[config.mk]
export PLATFORM = sky130hd
export DESIGN_NAME = snoop_coherence_controller
export DESIGN_NICKNAME = d
export VERILOG_FILES = /design/src/rtl/coherence_pkg.sv /design/src/rtl/coherence_state_array.sv /design/src/rtl/snoop_coherence_controller.sv
export SDC_FILE = /design/constraint.sdc
export NUM_CORES = 2
export LEC_CHECK = 0
export CORE_AREA = 5 5 590 592
export CTS_CLUSTER_DIAMETER = 200
export DETAILED_ROUTE_END_ITERATION = 8
export DIE_AREA = 0 0 595 597
export GPL_TIMING_DRIVEN = 0
export HOLD_SLACK_MARGIN = 0.03
export PLACE_DENSITY_LB_ADDON = 0.1
export SLEW_MARGIN = 20
export SYNTH_ARGS = -nofsm -noshare
export SYNTH_HDL_FRONTEND = slang
export SYNTH_HIERARCHICAL = 1
export SYNTH_SLANG_ARGS = --single-unit
[constraint.sdc]
create_clock -name clk -period 3.2 [get_ports clk]
set_input_delay 0.8 -clock clk [delete_from_list [all_inputs] [get_ports clk]]
set_output_delay 0.8 -clock clk [all_outputs]
set_load 0.03 [all_outputs]
[src/rtl/coherence_pkg.sv]
// rtl/coherence_pkg.sv - state/snoop encodings and the per-line coherence transition function
package coherence_pkg;

  localparam logic [1:0] ST_I = 2'b00;
  localparam logic [1:0] ST_M = 2'b01;
  localparam logic [1:0] ST_S = 2'b10;
  localparam logic [1:0] ST_E = 2'b11;

  localparam logic [1:0] SNP_READ_MISS  = 2'b00;
  localparam logic [1:0] SNP_WRITE_MISS = 2'b01;
  localparam logic [1:0] SNP_INVALIDATE = 2'b10;
  localparam logic [1:0] SNP_RSVD       = 2'b11;

  typedef enum logic [1:0] {FSM_IDLE, FSM_LOOKUP, FSM_WB, FSM_RESP} fsm_t;

  typedef struct packed {
    logic [1:0] state;
    logic       wb;
    logic       abort;
    logic       shared;
  } snp_result_t;

  // Result for a line already known to match the snooped tag.
  // A stray E with MESI disabled cannot be legitimately held, so it is ignored.
  function automatic snp_result_t next_state(input logic [1:0] state,
                                             input logic [1:0] snp_type,
                                             input logic       mesi_en);
    snp_result_t r;
    r = '{state: state, wb: 1'b0, abort: 1'b0, shared: 1'b0};
    if (state != ST_I && snp_type != SNP_RSVD && (mesi_en || state != ST_E)) begin
      r.shared = 1'b1;
      r.state  = (snp_type == SNP_READ_MISS) ? ST_S : ST_I;
      if (state == ST_M && snp_type != SNP_INVALIDATE) begin
        r.wb    = 1'b1;
        r.abort = 1'b1;
      end
    end
    return r;
  endfunction

endpackage

[src/rtl/coherence_state_array.sv]
// rtl/coherence_state_array.sv - direct-mapped tag/state storage, reset to I
module coherence_state_array
  import coherence_pkg::*;
#(
  parameter int NUM_LINES = 64,
  parameter int IDX_W     = 6,
  parameter int TAG_W     = 22
) (
  input  logic             clk,
  input  logic             rst_n,
  input  logic             upd_en,
  input  logic [IDX_W-1:0] upd_index,
  input  logic [TAG_W-1:0] upd_tag,
  input  logic [1:0]       upd_state,
  input  logic             st_en,
  input  logic [IDX_W-1:0] st_index,
  input  logic [1:0]       st_state,
  input  logic [IDX_W-1:0] rd_index,
  output logic [TAG_W-1:0] rd_tag,
  output logic [1:0]       rd_state,
  input  logic [IDX_W-1:0] lk_index,
  output logic [TAG_W-1:0] lk_tag,
  output logic [1:0]       lk_state
);

  logic [TAG_W-1:0] tag_q   [NUM_LINES];
  logic [1:0]       state_q [NUM_LINES];

  // The snoop state write only ever targets a line the update port is locked out of.
  always_ff @(posedge clk or negedge rst_n) begin
    if (!rst_n) begin
      for (int i = 0; i < NUM_LINES; i++) begin
        tag_q[i]   <= '0;
        state_q[i] <= ST_I;
      end
    end else begin
      if (upd_en) begin
        tag_q[upd_index]   <= upd_tag;
        state_q[upd_index] <= upd_state;
      end
      if (st_en) begin
        state_q[st_index] <= st_state;
      end
    end
  end

  assign rd_tag   = tag_q[rd_index];
  assign rd_state = state_q[rd_index];
  assign lk_tag   = tag_q[lk_index];
  assign lk_state = state_q[lk_index];

endmodule

[src/rtl/snoop_coherence_controller.sv]
// rtl/snoop_coherence_controller.sv - snoop handler: lookup, MSI/MESI transition, write-back, response
module snoop_coherence_controller
  import coherence_pkg::*;
#(
  parameter int ADDR_W    = 32,
  parameter int NUM_LINES = 64,
  parameter int OFFSET_W  = 4,
  parameter bit MESI_EN   = 1'b1,
  localparam int IDX_W    = $clog2(NUM_LINES),
  localparam int TAG_W    = ADDR_W - IDX_W - OFFSET_W
) (
  input  logic              clk,
  input  logic              rst_n,
  input  logic              snp_valid,
  output logic              snp_ready,
  input  logic [1:0]        snp_type,
  input  logic [ADDR_W-1:0] snp_addr,
  output logic              snp_resp_valid,
  output logic              snp_resp_abort,
  output logic              snp_resp_shared,
  output logic              wb_valid,
  input  logic              wb_ready,
  output logic [ADDR_W-1:0] wb_addr,
  input  logic              upd_valid,
  output logic              upd_ready,
  input  logic [IDX_W-1:0]  upd_index,
  input  logic [TAG_W-1:0]  upd_tag,
  input  logic [1:0]        upd_state,
  input  logic [IDX_W-1:0]  rd_index,
  output logic [1:0]        rd_state,
  output logic [TAG_W-1:0]  rd_tag
);

  localparam logic [ADDR_W-1:0] BLOCK_MASK = {{(ADDR_W-OFFSET_W){1'b1}}, {OFFSET_W{1'b0}}};

  fsm_t              fsm_q, fsm_n;
  logic [1:0]        cap_type;
  logic [ADDR_W-1:0] cap_addr;
  snp_result_t       res_q, res_n;
  logic              hit_q, hit_n;
  logic [TAG_W-1:0]  lk_tag;
  logic [1:0]        lk_state;
  logic [IDX_W-1:0]  cap_idx;
  logic [TAG_W-1:0]  cap_tag;
  logic              upd_en;
  logic [1:0]        upd_state_eff;

  assign cap_idx = cap_addr[OFFSET_W +: IDX_W];
  assign cap_tag = cap_addr[ADDR_W-1 -: TAG_W];
  assign wb_addr = cap_addr;

  assign upd_en        = upd_valid && upd_ready;
  assign upd_state_eff = (!MESI_EN && upd_state == ST_E) ? ST_S : upd_state;

  coherence_state_array #(
    .NUM_LINES(NUM_LINES),
    .IDX_W    (IDX_W),
    .TAG_W    (TAG_W)
  ) u_array (
    .clk      (clk),
    .rst_n    (rst_n),
    .upd_en   (upd_en),
    .upd_index(upd_index),
    .upd_tag  (upd_tag),
    .upd_state(upd_state_eff),
    .st_en    (fsm_q == FSM_RESP && hit_q),
    .st_index (cap_idx),
    .st_state (res_q.state),
    .rd_index (rd_index),
    .rd_tag   (rd_tag),
    .rd_state (rd_state),
    .lk_index (cap_idx),
    .lk_tag   (lk_tag),
    .lk_state (lk_state)
  );

  always_comb begin
    hit_n = (lk_state != ST_I) && (lk_tag == cap_tag);
    res_n = hit_n ? next_state(lk_state, cap_type, MESI_EN)
                  : '{state: lk_state, wb: 1'b0, abort: 1'b0, shared: 1'b0};
  end

  always_ff @(posedge clk or negedge rst_n) begin
    if (!rst_n) begin
      fsm_q <= FSM_IDLE;
    end else begin
      fsm_q <= fsm_n;
    end
  end

  always_comb begin
    fsm_n = fsm_q;
    case (fsm_q)
      FSM_IDLE:   if (snp_valid) fsm_n = FSM_LOOKUP;
      FSM_LOOKUP: fsm_n = res_n.wb ? FSM_WB : FSM_RESP;
      FSM_WB:     if (wb_ready) fsm_n = FSM_RESP;
      FSM_RESP:   fsm_n = FSM_IDLE;
      default:    fsm_n = FSM_IDLE;
    endcase
  end

  always_comb begin
    snp_ready       = rst_n && (fsm_q == FSM_IDLE);
    wb_valid        = rst_n && (fsm_q == FSM_WB);
    snp_resp_valid  = rst_n && (fsm_q == FSM_RESP);
    snp_resp_abort  = snp_resp_valid && res_q.abort;
    snp_resp_shared = snp_resp_valid && res_q.shared;
    upd_ready       = rst_n && ((fsm_q == FSM_IDLE) || (upd_index != cap_idx));
  end

  always_ff @(posedge clk or negedge rst_n) begin
    if (!rst_n) begin
      cap_type <= SNP_READ_MISS;
      cap_addr <= '0;
      res_q    <= '0;
      hit_q    <= 1'b0;
    end else begin
      if (fsm_q == FSM_IDLE && snp_valid) begin
        cap_type <= snp_type;
        cap_addr <= snp_addr & BLOCK_MASK;
      end
      if (fsm_q == FSM_LOOKUP) begin
        res_q <= res_n;
        hit_q <= hit_n;
      end
    end
  end

endmodule
=== Word level (Yosys, flattened, before mapping) ===
Index checks and enable logic that the tools add are counted.

* Word-level logic and storage cells: 203
* Bits in registers: 1573

* Bitwise gates (word level): 3
* Reductions and logical operators: 19
* Multiplexer cells: 31
* Equality and inequality tests: 10
* Magnitude comparators: 5

{| class="wikitable"
|+ Operator list
! kind !! count
|-
| $bwmux 1408 || 1
|-
| $bmux 22 s6 || 2
|-
| $bwmux 128 || 2
|-
| $mux 128 || 2
|-
| $demux 22 s6 || 1
|-
| $mux 22 || 5
|-
| $bmux 2 s6 || 2
|-
| $demux 2 s6 || 2
|-
| $eq 22x22->1 || 1
|-
| $ge 7x7->1 const B || 3
|-
| $not 6->7 || 3
|-
| $mux 2 || 10
|-
| $logic_and 1x1->1 || 14
|-
| $lt 7x1->1 const B || 2
|-
| $mux 5 || 2
|-
| $ne 2x2->1 const B || 4
|-
| $pmux 2 s4 || 1
|-
| $ne 6x6->1 || 1
|-
| $eq 2x1->1 const B || 2
|-
| $eq 2x2->1 const B || 2
|-
| $logic_not 2->1 || 2
|-
| $reduce_and 2->1 || 1
|-
| $reduce_bool 2->1 || 1
|-
| $logic_or 1x1->1 || 1
|-
| $mux 1 || 1
|}

=== Logic depth before layout (Yosys ltp) ===
* Depth after elaboration: 11
* Gate-level depth with buffers: 16

=== Cells and area by module ===
Netlist, hierarchy kept.

{| class="wikitable"
|+ By module, submodules not included
! module !! instances !! cells each !! area an instance (sq um)
|-
| coherence_state_array || 1 || 5621 || 83159.8
|-
| snoop_coherence_controller || 1 || 153 || 1910.6
|}

=== Worst setup path after synthesis ===
OpenSTA, ideal clock, no wires.

* Kind: input port to output port
* Start: input port rd_index[0]
* End: output port rd_tag[4]
* Arrival: 2.919 ns
* Cell stages on the path: 7
* Path buffers: 4
* Slack: -0.519 ns
* Required time: 2.400 ns
* Cell sequence: buf_2 > buf_4 > buf_4 > buf_4 > mux4_2 > o22ai_1 > o41ai_1

* Longest elaborated chain between the ends: 4

{| class="wikitable"
|+ RTL lines
! item !! line !! text
|-
| start, declared || snoop_coherence_controller.sv:29 || <nowiki>input logic [IDX_W-1:0] rd_index,</nowiki>
|-
| $not 6->7 (implied by the code) || coherence_state_array.sv:47 || <nowiki>assign rd_tag = tag_q[rd_index];</nowiki>
|-
| $bmux 22 s6 || coherence_state_array.sv:47 ||
|-
| $mux 22 (implied by the code) (2 in a row) || coherence_state_array.sv:47 ||
|-
| end, declared || snoop_coherence_controller.sv:31 || <nowiki>output logic [TAG_W-1:0] rd_tag</nowiki>
|}

No other way between the ends. The select of a mux whose other input is x is not followed.

=== Worst setup path after layout ===
* Start: register cap_addr[6] (netlist: wb_addr[6])
* End: register res_q[4] (netlist name)

{| class="wikitable"
|+ RTL lines
! item !! line !! text
|-
| start, declared || snoop_coherence_controller.sv:38 || <nowiki>logic [ADDR_W-1:0] cap_addr;</nowiki>
|-
| start signal, assigned || snoop_coherence_controller.sv:120 || <nowiki>cap_addr <= snp_addr & BLOCK_MASK;</nowiki>
|-
| $not 6->7 (implied by the code) || coherence_state_array.sv:49 || <nowiki>assign lk_tag = tag_q[lk_index];</nowiki>
|-
| $bmux 22 s6 || coherence_state_array.sv:49 ||
|-
| $mux 22 (implied by the code) (2 in a row) || coherence_state_array.sv:49 ||
|-
| via lk_tag[13] || snoop_coherence_controller.sv:41 || <nowiki>logic [TAG_W-1:0] lk_tag;</nowiki>
|-
| $eq 22x22->1 || snoop_coherence_controller.sv:78 || <nowiki>hit_n = (lk_state != ST_I) && (lk_tag == cap_tag);</nowiki>
|-
| $logic_and 1x1->1 || snoop_coherence_controller.sv:78 ||
|-
| $mux 5 || snoop_coherence_controller.sv:79 || <nowiki>res_n = hit_n ? next_state(lk_state, cap_type, MESI_EN)</nowiki>
|-
| end signal, assigned || snoop_coherence_controller.sv:123 || <nowiki>res_q <= res_n;</nowiki>
|-
| end, declared || snoop_coherence_controller.sv:39 || <nowiki>snp_result_t res_q, res_n;</nowiki>
|}

The timed path passes the listed nets, and every way through them passes these cells. The select of a mux whose other input is x is not followed.
A chain may end at the register's enable or synchronous reset.

==> flow_metrics.py <==
metrics = {
    "min_path": {
        "hp-class": "in -> async",
    },
    "pwr": {
        "leakage_nw": 46.8,
        "peakVddDrop_uv": 482,
        "p_total_w": 0.0810,
        "p_per_area_nw_per_um2": 737,
    },
    "worst_setup_path": {
        "path_max_fanout": 10,
        "crit_type": "reg -> reg",
        "critical-path-max-stage-delay_ns": 0.67,
        "worst-path-buf-inv": 4,
        "arrival_ns": 5.04,
        "r2r_slack_ns": -1.00,
        "crit_family": "simple AND/OR/NAND/NOR gates",
        "cp-end-kind": "flip-flop",
        "crit_path_start_kind": "flip-flop",
        "path_cells": "buf_12 -> buf_8 -> or3_1 -> clkbuf_2 -> o22ai_2 -> nor4_4 -> a31o_4 -> xor2_2 -> nor4_4 -> nand4_1 -> buf_4 -> nor2_4 -> mux2i_1",
        "crit_slowest_cell": "nor4_4",
        "cp.required_ns": 4.04,
        "critPathMostFrequentCell": "nor4_4",
    },
    "clocking": {
        "htreeDepth": 4,
        "clk_pin_slew_ns": 0.06,
        "cts_tree": "yes",
        "clock-sinks": 1573,
        "cts_buffers": 199,
        "insertion_delay_ns": 0.91,
        "cts-root-buf": "clkbuf_16",
        "clock_path_buffers": 4,
    },
    "sta": {
        "timing.final.ws_setup_ns": -1.00,
        "hold_ws_ns": 0.0772,
        "drv_slew": 0,
        "skew_ns": 0.0312,
        "setup_viol": 597,
        "fmax_mhz": 238,
        "slew_headroom_pct": 5.61,
        "finalCritPeriodShare_pct": 131,
        "report.final.hold_viol_count": 0,
        "grt_setup_unrepaired": "true",
        "fin_crit_ns": 4.20,
        "worst_pin_slew_ns": 1.42,
    },
    "synth": {
        "ys_warn_count": 6,
        "synth-main-ff-cell": "dfrtp_1",
        "synth_edf_count": 0,
        "syn_avg_cell_area_um2": 14.7,
        "yosysSeqAreaShare_pct": 46.3,
        "synth_top_area_share_pct": 46.3,
        "ys_ff_latch": 1573,
        "synthMostInstantiatedCell": "dfrtp_1",
        "synth-async-reset-ratio_pct": 100,
        "synth_common_cells": "dfrtp_1, mux2_2, mux4_2, mux2i_1, clkbuf_1",
        "synthDistinctLibCells": 57,
        "synthCells": 5774,
        "synth.area.top_cells": "dfrtp_1, mux4_2, mux2_2, mux2i_1, buf_2",
        "yosysTopAreaCell": "dfrtp_1",
        "netlist_area_um2": 85100,
    },
    "routing": {
        "ant_nets": 0,
        "drc_errors": 0,
        "firstDrtPassIters": 6,
        "drtIter0Drc": 6652,
        "dr_total_vias": 62300,
        "avgRoutedWirePerCell_um": 43.5,
        "wirelength_um": 487000,
        "via_per_inst": 5.56,
    },
    "final_layout": {
        "syn2layout_area_growth_pct": 29.3,
        "layout.nets": 6552,
        "drive_above_1_share_pct": 56.3,
    },
    "status": {
        "violations": "negative setup slack",
        "status": "finished, violations left",
    },
    "die": {
        "ios": 137,
        "die_area_um2": 355000,
        "die_w_um": 595,
        "initial_core_util_pct": 24.9,
        "fp.dieH_um": 597,
        "rows": 215,
        "core_um2": 342000,
    },
    "placement": {
        "port_buffers": 101,
        "dp.final_hpwl_um": 343000,
        "place_ws_ns": -4.11,
        "globalplace.congestion": 0.925,
    },
    "global_route": {
        "grt_pass1_vias": 62300,
        "grt_overflow": 0,
        "grtUsageTotal_pct": 26.7,
        "grt_antenna_before_repair": 39,
        "grt_max_degree": 130,
        "grt_pass1_wl_um": 632000,
    },
    "job": {
        "cap_violations": 0,
    },
}
[path summary, 6_finish.rpt]
path | from | to | cells past startpoint
setup / recovery | wb_addr[6] | res_q[4] | 13
hold / removal | rst_n | u_array/tag_q[512] | 2
setup reg to reg | wb_addr[6] | res_q[4] | 13
hold reg to reg | res_q[0] | res_q[0] | 1
max in group asynchronous | rst_n | u_array/tag_q[1137] | 5
min in group clk | res_q[0] | res_q[0] | 1
[where the power goes]
| group | internal [W] | leakage, nW | switching, W |
|---|---|---|---|
| combinational | 0.0125 | 22.7 | 0.0214 |
| sequential | 0.0219 | 20.8 | 0.00199 |
| clock | 0.0136 | 3.21 | 0.00968 |
[metal layers]
| metal | part of all wire (%) | vias to the layer above | track usage [%] | routed length (um) |
|---|---|---|---|---|
| met1 | 42 | 34600 | 35.5 | 205000 |
| met3 | 8.1 | 830 | 6.79 | 39600 |
| met4 | 6.4 | 10 | 13.6 | 31000 |
| li1 | - | 23900 | - | - |
| met5 | 0.013 | - | 0 | 62 |
| met2 | 44 | 2983 | 40.1 | 212000 |
[cell type report]
cell class | instances | area (um^2)
Sequential cell | 1573 | 39400
Antenna cell | 24 | 60.1
Timing Repair Buffer | 509 | 6360
Buffer | 591 | 5970
Clock inverter | 46 | 534
Inverter | 6 | 27.5
Tap cell | 4557 | 5700
Multi-Input combinational cell | 3592 | 45900
Fill cell | 33400 | 232000
Clock buffer | 308 | 5970
[what timing repair did]
| action | 4_1_cts | 5_1_grt |
|---|---|---|
| setup buffers | 256 | 89 |
| pin swaps | 103 | 74 |
| gates resized for setup | 1499 | 184 |
| endpoints found under the setup margin | 1578 | 1574 |
| hold buffers | 4 | 0 |
| gates cloned | 25 | 5 |
| endpoints found under the hold margin | 27 | 0 |
[state kept, by name (all words and copies together) (netlist names)]
| register | count |
|---|---|
| u_array/state_q | 128 |
| cap_type | 2 |
| u_array/tag_q | 1408 |
| wb_addr | 28 |
| hit_q | 1 |
| fsm_q | 2 |
| res_q | 4 |
[placed cells by master, fill, tap and decap left out, types with 56 or more instances in the layout]
master              n
mux2_2           1436
clkbuf_16         218
buf_4             333
dfrtp_1          1567
mux2i_1           275
clkdlybuf4s50_1    61
buf_8              56
mux4_2            739
nand2_1           123
clkbuf_1          220
buf_6             127
o21ai_0           106
o211ai_1           58
buf_12            120
buf_16             85
nor2_1             93
clkbuf_8           64
o22ai_1            65
[cells by family after synthesis]
group / share of synthesized area (%)
multiplexers: 42.9
flip-flops: 46.3
buffers and inverters: 3.56
AO/OA/AOI/OAI: 4.22
AND/OR/NAND/NOR: 2.73
XOR/XNOR: 0.288
adder cells (fa/ha/maj): 0.0735
other: 0.00441
[per-stage QoR]
| step | util, % | cells | setup TNS [ns] | cell area, um^2 |
|---|---|---|---|---|
| 2_1_floorplan | - | 5777 | -0.298 | 85200 |
| 5_1_grt | 32.1 | 11200 | -95.15 | 110000 |
| 4_1_cts | 31.7 | 11100 | -691.27 | 108000 |
| 3_3_place_gp | 26.9 | 10400 | - | 91900 |
| 3_5_place_dp | 27.2 | 10500 | -3811.66 | 92900 |
| 6_report | 32.2 | 11200 | -51.98 | 110000 |
(Power assumes the default switching activity.)
